`src/rtl/pipe_pkg.sv`:
```
//------------------------------------------------------------------------------
// pipe_pkg : opcode constants, bubble encoding, stage record and FSM states.
// Rev 1.0
//------------------------------------------------------------------------------
`default_nettype none

package pipe_pkg;

  localparam logic [3:0] OP_BRANCH = 4'b0010;
  localparam logic [3:0] OP_SWOP   = 4'b0011;
  localparam logic [3:0] OP_ALUI   = 4'b0100;
  localparam logic [3:0] OP_LWOP   = 4'b0111;
  localparam logic [3:0] OP_ALUR   = 4'b1100;
  localparam logic [3:0] OP_CMPR   = 4'b1101;

  // A never-taken branch with no register fields doubles as the bubble.
  localparam logic [3:0] BUBBLE_OP   = OP_BRANCH;
  localparam logic [3:0] BUBBLE_FUNC = 4'b0011;

  localparam logic [15:0] CNT_MAX = 16'hFFFF;

  typedef struct packed {
    logic [3:0] op;
    logic [3:0] func;
    logic [3:0] rd;
    logic [3:0] rs1;
    logic [3:0] rs2;
  } stage_t;

  localparam stage_t BUBBLE = '{op: BUBBLE_OP, func: BUBBLE_FUNC,
                                rd: 4'd0, rs1: 4'd0, rs2: 4'd0};

  typedef enum logic [1:0] {
    ST_RUN     = 2'd0,
    ST_LDSTALL = 2'd1,
    ST_FREEZE  = 2'd2
  } seq_state_e;

  function automatic logic rs2_used(input logic [3:0] op);
    return (op == OP_ALUR) || (op == OP_CMPR) || (op == OP_SWOP) || (op == OP_BRANCH);
  endfunction

endpackage

`default_nettype wire

```
`src/rtl/pipe_op_sequencer_if.sv`:
```
//------------------------------------------------------------------------------
// pipe_op_sequencer_if : fetch inputs, pipeline controls and per-stage outputs.
// Rev 1.0
//------------------------------------------------------------------------------
`default_nettype none

interface pipe_op_sequencer_if;

  logic [3:0]  IF_op;
  logic [3:0]  IF_func;
  logic [3:0]  IF_rd;
  logic [3:0]  IF_rs1;
  logic [3:0]  IF_rs2;
  logic        br_taken;
  logic        mem_busy;
  logic [3:0]  DEC_op;
  logic [3:0]  DEC_func;
  logic [3:0]  EX_op;
  logic [3:0]  EX_func;
  logic [3:0]  ME_op;
  logic [3:0]  ME_func;
  logic [3:0]  WB_op;
  logic [3:0]  WB_func;
  logic        pc_hold;
  logic [15:0] stall_cnt;
  logic [15:0] flush_cnt;

  modport master (
    output IF_op, IF_func, IF_rd, IF_rs1, IF_rs2, br_taken, mem_busy,
    input  DEC_op, DEC_func, EX_op, EX_func, ME_op, ME_func, WB_op, WB_func,
    input  pc_hold, stall_cnt, flush_cnt
  );

  modport slave (
    input  IF_op, IF_func, IF_rd, IF_rs1, IF_rs2, br_taken, mem_busy,
    output DEC_op, DEC_func, EX_op, EX_func, ME_op, ME_func, WB_op, WB_func,
    output pc_hold, stall_cnt, flush_cnt
  );

endinterface

`default_nettype wire

```
`src/rtl/pipe_stage_reg.sv`:
```
//------------------------------------------------------------------------------
// pipe_stage_reg : one pipeline stage record, priority bubble > hold > load.
// Rev 1.0
//------------------------------------------------------------------------------
`default_nettype none

module pipe_stage_reg
  import pipe_pkg::*;
(
  input  wire    clk,
  input  wire    reset_n,
  input  wire    load,
  input  wire    hold,
  input  wire    bubble,
  input  stage_t d,
  output stage_t q
);

  stage_t stage_d;
  stage_t stage_q;

  always_comb begin
    stage_d = stage_q;
    if (bubble) begin
      stage_d = BUBBLE;
    end else if (hold) begin
      stage_d = stage_q;
    end else if (load) begin
      stage_d = d;
    end
  end

  always_ff @(posedge clk or negedge reset_n) begin
    if (!reset_n) begin
      stage_q <= BUBBLE;
    end else begin
      stage_q <= stage_d;
    end
  end

  assign q = stage_q;

endmodule

`default_nettype wire

```
`src/rtl/pipe_op_sequencer.sv`:
```
//------------------------------------------------------------------------------
// pipe_op_sequencer : DEC/EX/ME/WB op sequencer with load-use stall,
//                     branch flush, memory freeze and saturating event counters.
// Rev 1.0
//------------------------------------------------------------------------------
`default_nettype none

module pipe_op_sequencer
  import pipe_pkg::*;
(
  input  wire                 clk,
  input  wire                 reset_n,
  pipe_op_sequencer_if.slave  bus
);

  localparam int N_STAGES = 4;
  localparam int S_DEC    = 0;
  localparam int S_EX     = 1;
  localparam int S_ME     = 2;
  localparam int S_WB     = 3;

  stage_t               if_rec;
  stage_t               stage_in [N_STAGES];
  stage_t               stage_q  [N_STAGES];
  logic [N_STAGES-1:0]  st_load;
  logic [N_STAGES-1:0]  st_hold;
  logic [N_STAGES-1:0]  st_bubble;

  seq_state_e  state_d, state_q;
  logic [15:0] stall_cnt_d, stall_cnt_q;
  logic [15:0] flush_cnt_d, flush_cnt_q;
  logic        pc_hold;
  logic        stall_inc;
  logic        flush_inc;
  logic        dec_reads_ex_rd;
  logic        hazard;

  assign if_rec = '{op: bus.IF_op, func: bus.IF_func, rd: bus.IF_rd,
                    rs1: bus.IF_rs1, rs2: bus.IF_rs2};

  for (genvar i = 0; i < N_STAGES; i++) begin : g_stage
    if (i == 0) begin : g_first
      assign stage_in[i] = if_rec;
    end else begin : g_next
      assign stage_in[i] = stage_q[i-1];
    end

    pipe_stage_reg u_stage_reg (
      .clk    (clk),
      .reset_n(reset_n),
      .load   (st_load[i]),
      .hold   (st_hold[i]),
      .bubble (st_bubble[i]),
      .d      (stage_in[i]),
      .q      (stage_q[i])
    );
  end

  assign dec_reads_ex_rd = (stage_q[S_EX].rd == stage_q[S_DEC].rs1) ||
                           (rs2_used(stage_q[S_DEC].op) &&
                            (stage_q[S_EX].rd == stage_q[S_DEC].rs2));

  // EX already holds the inserted bubble during LDSTALL, so no re-detection there.
  assign hazard = (state_q != ST_LDSTALL) &&
                  (stage_q[S_EX].op == OP_LWOP) &&
                  (stage_q[S_EX].rd != 4'd0) &&
                  dec_reads_ex_rd;

  always_comb begin
    state_d   = ST_RUN;
    st_load   = '1;
    st_hold   = '0;
    st_bubble = '0;
    pc_hold   = 1'b0;
    stall_inc = 1'b0;
    flush_inc = 1'b0;
    if (bus.mem_busy) begin
      state_d = ST_FREEZE;
      st_hold = '1;
      pc_hold = 1'b1;
    end else if (bus.br_taken) begin
      st_bubble[S_DEC] = 1'b1;
      st_bubble[S_EX]  = 1'b1;
      flush_inc        = 1'b1;
    end else if (hazard) begin
      state_d          = ST_LDSTALL;
      st_hold[S_DEC]   = 1'b1;
      st_bubble[S_EX]  = 1'b1;
      pc_hold          = 1'b1;
      stall_inc        = 1'b1;
    end
  end

  always_comb begin
    stall_cnt_d = stall_cnt_q;
    flush_cnt_d = flush_cnt_q;
    if (stall_inc && (stall_cnt_q != CNT_MAX)) begin
      stall_cnt_d = stall_cnt_q + 16'd1;
    end
    if (flush_inc && (flush_cnt_q != CNT_MAX)) begin
      flush_cnt_d = flush_cnt_q + 16'd1;
    end
  end

  always_ff @(posedge clk or negedge reset_n) begin
    if (!reset_n) begin
      state_q     <= ST_RUN;
      stall_cnt_q <= 16'd0;
      flush_cnt_q <= 16'd0;
    end else begin
      state_q     <= state_d;
      stall_cnt_q <= stall_cnt_d;
      flush_cnt_q <= flush_cnt_d;
    end
  end

  assign bus.DEC_op    = stage_q[S_DEC].op;
  assign bus.DEC_func  = stage_q[S_DEC].func;
  assign bus.EX_op     = stage_q[S_EX].op;
  assign bus.EX_func   = stage_q[S_EX].func;
  assign bus.ME_op     = stage_q[S_ME].op;
  assign bus.ME_func   = stage_q[S_ME].func;
  assign bus.WB_op     = stage_q[S_WB].op;
  assign bus.WB_func   = stage_q[S_WB].func;
  assign bus.pc_hold   = pc_hold;
  assign bus.stall_cnt = stall_cnt_q;
  assign bus.flush_cnt = flush_cnt_q;

endmodule

`default_nettype wire

```
`src/flat_wrapper.sv`:
```
// flat-port wrapper written by rule: the top's interface ports become plain ports
module pipe_op_sequencer_flat import pipe_pkg::*;
  (clk, reset_n, bus_IF_op, bus_IF_func, bus_IF_rd, bus_IF_rs1, bus_IF_rs2, bus_br_taken, bus_mem_busy, bus_DEC_op, bus_DEC_func, bus_EX_op, bus_EX_func, bus_ME_op, bus_ME_func, bus_WB_op, bus_WB_func, bus_pc_hold, bus_stall_cnt, bus_flush_cnt);
  pipe_op_sequencer_if bus_i ();
  input  wire clk;
  input  wire reset_n;
  input wire logic [$bits(bus_i.IF_op)-1:0] bus_IF_op;
  input wire logic [$bits(bus_i.IF_func)-1:0] bus_IF_func;
  input wire logic [$bits(bus_i.IF_rd)-1:0] bus_IF_rd;
  input wire logic [$bits(bus_i.IF_rs1)-1:0] bus_IF_rs1;
  input wire logic [$bits(bus_i.IF_rs2)-1:0] bus_IF_rs2;
  input wire logic [$bits(bus_i.br_taken)-1:0] bus_br_taken;
  input wire logic [$bits(bus_i.mem_busy)-1:0] bus_mem_busy;
  output wire logic [$bits(bus_i.DEC_op)-1:0] bus_DEC_op;
  output wire logic [$bits(bus_i.DEC_func)-1:0] bus_DEC_func;
  output wire logic [$bits(bus_i.EX_op)-1:0] bus_EX_op;
  output wire logic [$bits(bus_i.EX_func)-1:0] bus_EX_func;
  output wire logic [$bits(bus_i.ME_op)-1:0] bus_ME_op;
  output wire logic [$bits(bus_i.ME_func)-1:0] bus_ME_func;
  output wire logic [$bits(bus_i.WB_op)-1:0] bus_WB_op;
  output wire logic [$bits(bus_i.WB_func)-1:0] bus_WB_func;
  output wire logic [$bits(bus_i.pc_hold)-1:0] bus_pc_hold;
  output wire logic [$bits(bus_i.stall_cnt)-1:0] bus_stall_cnt;
  output wire logic [$bits(bus_i.flush_cnt)-1:0] bus_flush_cnt;
  assign bus_i.IF_op = bus_IF_op;
  assign bus_i.IF_func = bus_IF_func;
  assign bus_i.IF_rd = bus_IF_rd;
  assign bus_i.IF_rs1 = bus_IF_rs1;
  assign bus_i.IF_rs2 = bus_IF_rs2;
  assign bus_i.br_taken = bus_br_taken;
  assign bus_i.mem_busy = bus_mem_busy;
  assign bus_DEC_op = bus_i.DEC_op;
  assign bus_DEC_func = bus_i.DEC_func;
  assign bus_EX_op = bus_i.EX_op;
  assign bus_EX_func = bus_i.EX_func;
  assign bus_ME_op = bus_i.ME_op;
  assign bus_ME_func = bus_i.ME_func;
  assign bus_WB_op = bus_i.WB_op;
  assign bus_WB_func = bus_i.WB_func;
  assign bus_pc_hold = bus_i.pc_hold;
  assign bus_stall_cnt = bus_i.stall_cnt;
  assign bus_flush_cnt = bus_i.flush_cnt;
  pipe_op_sequencer u_core (.clk(clk), .reset_n(reset_n), .bus(bus_i));
endmodule
```
`config.mk`:
```
export PLATFORM = sky130hd
export DESIGN_NAME = pipe_op_sequencer_flat
export DESIGN_NICKNAME = d
export VERILOG_FILES = /design/src/rtl/pipe_pkg.sv /design/src/rtl/pipe_op_sequencer_if.sv /design/src/rtl/pipe_stage_reg.sv /design/src/rtl/pipe_op_sequencer.sv /design/src/flat_wrapper.sv
export SDC_FILE = /design/constraint.sdc
export NUM_CORES = 1
export LEC_CHECK = 0
export BUFFER_PORTS_ARGS = -buffer_cell sky130_fd_sc_hd__buf_2
export CORE_ASPECT_RATIO = 0.9
export CORE_MARGIN = 2
export CORE_UTILIZATION = 55
export CTS_BUF_LIST = sky130_fd_sc_hd__clkbuf_2 sky130_fd_sc_hd__clkbuf_4 sky130_fd_sc_hd__clkbuf_8
export DETAILED_ROUTE_END_ITERATION = 10
export PLACE_DENSITY = 0.82
export SLEW_MARGIN = 20
export SYNTH_ARGS = -nofsm -noshare
export SYNTH_HDL_FRONTEND = slang
export SYNTH_SLANG_ARGS = --single-unit
```
`constraint.sdc`:
```
create_clock -name clk -period 5.9 [get_ports clk]
set_clock_uncertainty 0.1 [all_clocks]
set_input_delay 0.295 -clock clk [delete_from_list [all_inputs] [get_ports clk]]
set_output_delay 0.295 -clock clk [all_outputs]
set_load 0.005 [all_outputs]
```
Word-level counts from Yosys, hierarchy flattened
Cells that the tools add are included.

Register bits after elaboration: 82. Input bits: 24. Output and inout bits: 65. Logic and storage cells: 56.

Add/subtract/negate cells: 2. Eq/ne operators: 12. Muxes and demuxes: 16. Reductions and logical operators: 11.

Operators by type and width (count): 20-bit two-way mux (4); 16-bit by 1-bit adder with 16-bit output, second input constant (2); 16-bit inequality test, second input constant (2); 4-bit by 2-bit equality test with 1-bit output, second input constant (2); 4-bit equality test (2); 4-bit equality test, second input constant (2); 1-bit two-way mux (8); 1-bit logical AND (6); 2-bit two-way mux (3); 2-bit by 1-bit inequality test with 1-bit output, second input constant (3); 4-bit by 3-bit equality test with 1-bit output, second input constant (1); 1-bit logical OR (4); 4-bit nonzero test (1); 3-bit two-way mux (1).

Depth between registers and ports, before layout
Depth in word-level cells: 12. Depth in mapped cells: 7. Gate-level depth less buffers: 6.

Modules after synthesis
A second synthesis with hierarchy kept.

Cells, all modules: 528. Area, all modules: 5781.8 um^2.

Modules (own cells, without submodules): pipe_stage_reg (instances 4, cells an instance 89, area each 991.0 um^2); pipe_op_sequencer (instances 1, cells an instance 172, area each 1818.0 um^2).

Least setup slack after synthesis
Ideal clock, no wire load.

Kind: flip-flop to flip-flop. Start: register u_core.flush_cnt_q[0] (netlist: u_core.bus.flush_cnt[0]). End: register u_core.flush_cnt_q[14] (netlist: u_core.bus.flush_cnt[14]). Library setup time: 0.138 ns. Arrival time: 1.830 ns. Required time: 5.662 ns. Slack: 3.832 ns. Stages on the path, launching flop included: 8. Path buffers: 1. Path through: dfrtp_1 > ha_1 > nand2_1 > or4_1 > buf_2 > o21bai_1 > nor4_1 > xor2_1.

Word-level cells in the longest chain between the ends: 2.

Ends and longest elaborated chain: start: declaration (line pipe_op_sequencer.sv:31) `logic [15:0] flush_cnt_d, flush_cnt_q;`; start signal: assignment (line pipe_op_sequencer.sv:113) `flush_cnt_q <= flush_cnt_d;`; branches (longest 2 deep; another with 16-bit by 1-bit adder with 16-bit output).

Several ways; the timed one is not identified. A chain may end at the register's enable or synchronous reset.

Worst setup path in the final report
Start: register u_core.g_stage[1].u_stage_reg.q[17] (netlist name). End: output port bus_pc_hold.

Word-level cells in the longest chain between the ends: 7.

Ends and longest elaborated chain: 4-bit by 3-bit equality test with 1-bit output (line pipe_op_sequencer.sv:65) `(stage_q[S_EX].op == OP_LWOP) &&`; 1-bit logical AND (line pipe_op_sequencer.sv:64) `assign hazard = (state_q != ST_LDSTALL) &&`; 1-bit logical AND (line pipe_op_sequencer.sv:65); 1-bit logical AND (line pipe_op_sequencer.sv:66) `(stage_q[S_EX].rd != 4'd0) &&`; 1-bit two-way mux (line pipe_op_sequencer.sv:85) `end else if (hazard) begin`; 1-bit two-way mux (line pipe_op_sequencer.sv:81) `end else if (bus.br_taken) begin`; 1-bit two-way mux (line pipe_op_sequencer.sv:77) `if (bus.mem_busy) begin`; end: declaration (line flat_wrapper.sv:22) `output wire logic [$bits(bus_i.pc_hold)-1:0] bus_pc_hold;`.

Every way passes these cells.

==> summary.md <==
For this run, the leading register cell type out of synthesis is dfrtp_1. Post-CTS timing repair inserted 0 buffers for setup. In this run, the number of DRC markers left after iteration 0 of detailed routing was 152.

For the post-route worst hold slack, the log shows -0.0109 ns. The half-perimeter wire length of the detailed placement result was 5060 um. STA classifies the critical path startpoint as a flop. Starting density of the core: 0.560. During synthesis, Yosys emitted a total of 0 warnings. The tools report the number of routed nets with antenna violations as 0. Traced cell by cell, the critical path runs through nand4b_1 > nor3_2 > inv_1 > o31ai_2 > buf_4 > buf_2.

In this run the number of H-tree levels came out at 3. A synthesized cell averages 12.1 sq um. The die covers 7270 sq um. Across the run, the number of max-cap violations was 0.

The logs give 0.230 mV for the worst IR drop on VDD and 5.51 ns for the worst endpoint required time. Setup violations remaining at the end of the flow were counted as 0. The reported net switching power is 0.000328 W, and the post-detailed-route DRC marker count is 0. In this design, the stage delay of the slowest critical-path cell is 0.57 ns. Launch instance of the worst register-to-register path: u_core.g_stage[1].u_stage_reg.q[8].

Post-CTS repair changed the size of 0 cells. The endpoint kind of the worst setup timing path was a primary output. The number of nets in the synthesized netlist is 325. The commonest non-fill, non-tap cell in the layout is buf_2.

The cell count after synthesis came out at 299. The share of layout cells above drive strength 1 is 0.370, and the xor-xnor portion of the synthesized cell area is 0.0892. After routing, the total negative slack on setup checks comes to 0 ns. Before CTS, the worst setup slack after placement is 3.28 ns. The tools report the endpoint arrival time on the critical path as 2.32 ns. Setup repair after global routing left no endpoint under its margin.

Slew at the pin closest to its max-slew limit: 0.995 ns. The complex-gate fraction of the synthesized area works out to 0.104. The adder-cell share of the synthesized area came out at 0.00689. The aggregate global-route resource usage was 0.213. 89 I/O pins were placed. The via count of the first global-routing pass was 2458.

Fraction of power spent switching nets: 0.260. For the core area, the log shows 6480 sq um. At the end of the flow, the number of nets in the layout was 399. The initial antenna violation count is 0, and the maximum clock frequency is 0.368 GHz. The part of the power in registers was 0.523; the final count of hold timing violations was 3.

The clock transition time at the flip-flop clock pins of the worst setup and hold paths was 0.08 ns. The simple-gate share of the synthesized area is 0.121. The share of power burned in combinational logic was 0.126; the growth of design area from synthesis to finish was 16.9%. Terminus of the critical flop-to-flop path: u_core.g_stage[1].u_stage_reg.q[10].

Cell depth of the worst flop-to-flop path: 5. The cell with the biggest individual delay on the critical path was dfstp_2. The finished cells cover 4250 sq um.

The later pin in the worst-skew pair is clocked with a latency of 0.35 ns. After detailed routing, the total wire length is 7440 um. In this run, distinct cell masters in the synthesized netlist total 44.

The critical path contains buffers and inverters numbering 3 combined. For the final cell utilization of the core, the log shows 0.655. The repair_antennas step left the layout with diodes totalling 0. The floorplan has 28 rows. In this run the tool buffered the top-level ports with 88 buffer cells. The worst setup path is of the reg -> out kind. The final reports fail on hold timing.

The via-per-instance ratio is 5.49, and the mux share of post-synthesis cell area is 0.0527. The first global-routing pass estimated 11800 um of wire. By area, the combinational part of the netlist is dominated by simple AND/OR/NAND/NOR gates.

The logs give 3.21 ns for the reg-to-reg setup timing slack and 0.569 for the portion of the post-synthesis area used by sequential elements. The number of sinks handled by clock tree synthesis is 82, and the number of iterations in the first detailed-routing pass is 4. The area fraction of the dominant cell type after synthesis came out at 0.482.

The part of the power in the clock network was 0.351; the maximum fanout along the worst path was 21. The final period utilization is 0.460. The leading area contributor after synthesis is dfrtp_1. The detailed router placed 2570 vias in this run. Entering global routing, the biggest net connects 83 pins. TritonCTS built the clock tree. Counting along the longest clock path gives a buffer depth of 2. The number of clock buffers added by TritonCTS is 9. The top cell family by delay on the critical path is buffers and inverters. The run gives 4020 sq um as the placed cell area. The global-route congestion overflow total was 0; the final weighted congestion of routability-driven global placement was 0.770. In this run, post-CTS hold repair placed 0 buffers. The count of final max-slew check failures was 0; the logic depth of the worst setup path including buffers was 6. The path type of the worst min-delay path is in -> async.

In this run, synthesis inferred 0 flip-flops with an integrated enable. In the final routed layout, each cell accounts on average for 15.9 um. Leakage power figure: 2.23 nW.

The power density over the cells works out to 297 nW/um^2. After synthesis, the cell types taking the most area are dfrtp_1 (48%), dfstp_2 (8.7%), xor2_1 (7.0%). The share of async-settable or async-resettable flops after synthesis is 1.00, and the synthesized area is 3630 sq um.

The final critical-path required period was 2.71 ns. The cell-internal power came out at 0.000935 W. The synthesized design contains 82 register bits. The flow ran to the end, but the final reports show violations.

The library cells used most frequently in the layout, excluding fill and tap cells, are buf_2 (87), dfrtp_1 (70), xor2_1 (29). The worst-case headroom to the max-slew limit came out at 0.337. The cell chosen for the clock root was clkbuf_8. From bottom edge to top edge, the die measures 81.1 um.

In the post-route analysis, the smallest setup slack over all paths is 3.19 ns. The die span in x came out at 89.7 um.
==> cell type report <==
type	instances	area (sq um)
fillers	514	2240
flip-flops and latches	82	2070
multi-input cells	182	1360
repair buffers	89	450
clock buffers	10	131
well taps	90	113
clock inverters	6	91.3
inverters	9	33.8
==> Yosys cell counts (2+ instances only) <==
master,number
dfrtp_1,70
xor2_1,29
a22o_1,26
nand2_1,18
mux2_2,17
buf_4,16
nor2_1,14
dfstp_2,12
nor3_1,10
inv_1,9
nand4_1,8
xnor2_1,8
a2bb2oi_1,6
buf_2,6
nand3_1,6
nor4_1,6
and3_1,4
and4_1,3
and2_1,2
clkbuf_1,2
ha_1,2
nand2b_1,2
o21ai_0,2
==> power by group through the flow <==
| stage | clock [W] | sequential, W | combinational, W |
|---|---|---|---|
| 6_report | 0.000443 | 0.000660 | 0.000160 |
| 5_1_grt | 0.000478 | 0.000667 | 0.000181 |
| 3_5_place_dp | 0 | 0.000670 | 0.000163 |
| 2_1_floorplan | 0 | 0.000663 | 0.0000996 |
| 3_3_place_gp | 0 | 0.000667 | 0.000156 |
| 4_1_cts | 0.000452 | 0.000660 | 0.000163 |
==> through the flow <==
step / std cells / total power [W]
CTS: 468 / 0.00127
detailed placement: 452 / 0.000833
global route: 468 / 0.00133
global placement: 452 / 0.000823
finish: 468 / 0.00126
floorplan: 299 / 0.000763
==> worst max path at each step <==
stage / slack (ns) / startpoint / endpoint
2_1_floorplan: 3.83 / u_core.bus.flush_cnt[0] / u_core.bus.flush_cnt[14]
3_3_place_gp: 3.36 / u_core.g_stage[1].u_stage_reg.q[11] / u_core.g_stage[1].u_stage_reg.q[10]
3_5_place_dp: 3.28 / u_core.g_stage[1].u_stage_reg.q[8] / u_core.g_stage[1].u_stage_reg.q[8]
4_1_cts: 3.18 / u_core.g_stage[1].u_stage_reg.q[17] / bus_pc_hold
5_1_grt: 2.94 / u_core.g_stage[1].u_stage_reg.q[8] / u_core.g_stage[1].u_stage_reg.q[10]
6_report: 3.19 / u_core.g_stage[1].u_stage_reg.q[17] / bus_pc_hold
==> state kept, by name, summed over array words and instances, names as in the netlist <==
name                          flops
u_core.g_stage.u_stage_reg.q     48
u_core.bus.flush_cnt             16
u_core.state_q                    2
u_core.bus.stall_cnt             16
==> per-layer routing <==
metal,track usage,up-vias,share of wire
met2,0.337,85,0.49
met1,0.289,1285,0.45
met5,0,-,0
li1,-,1195,-
met4,0.0537,0,0.0087
met3,0.0630,5,0.060
==> kinds of logic after synthesis <==
family,after synthesis
flops,82
buf+inv,35
xor+xnor,37
fa+ha+maj,2
mux,17
simple gates,82
compound gates,44
(Power assumes the default switching activity.)
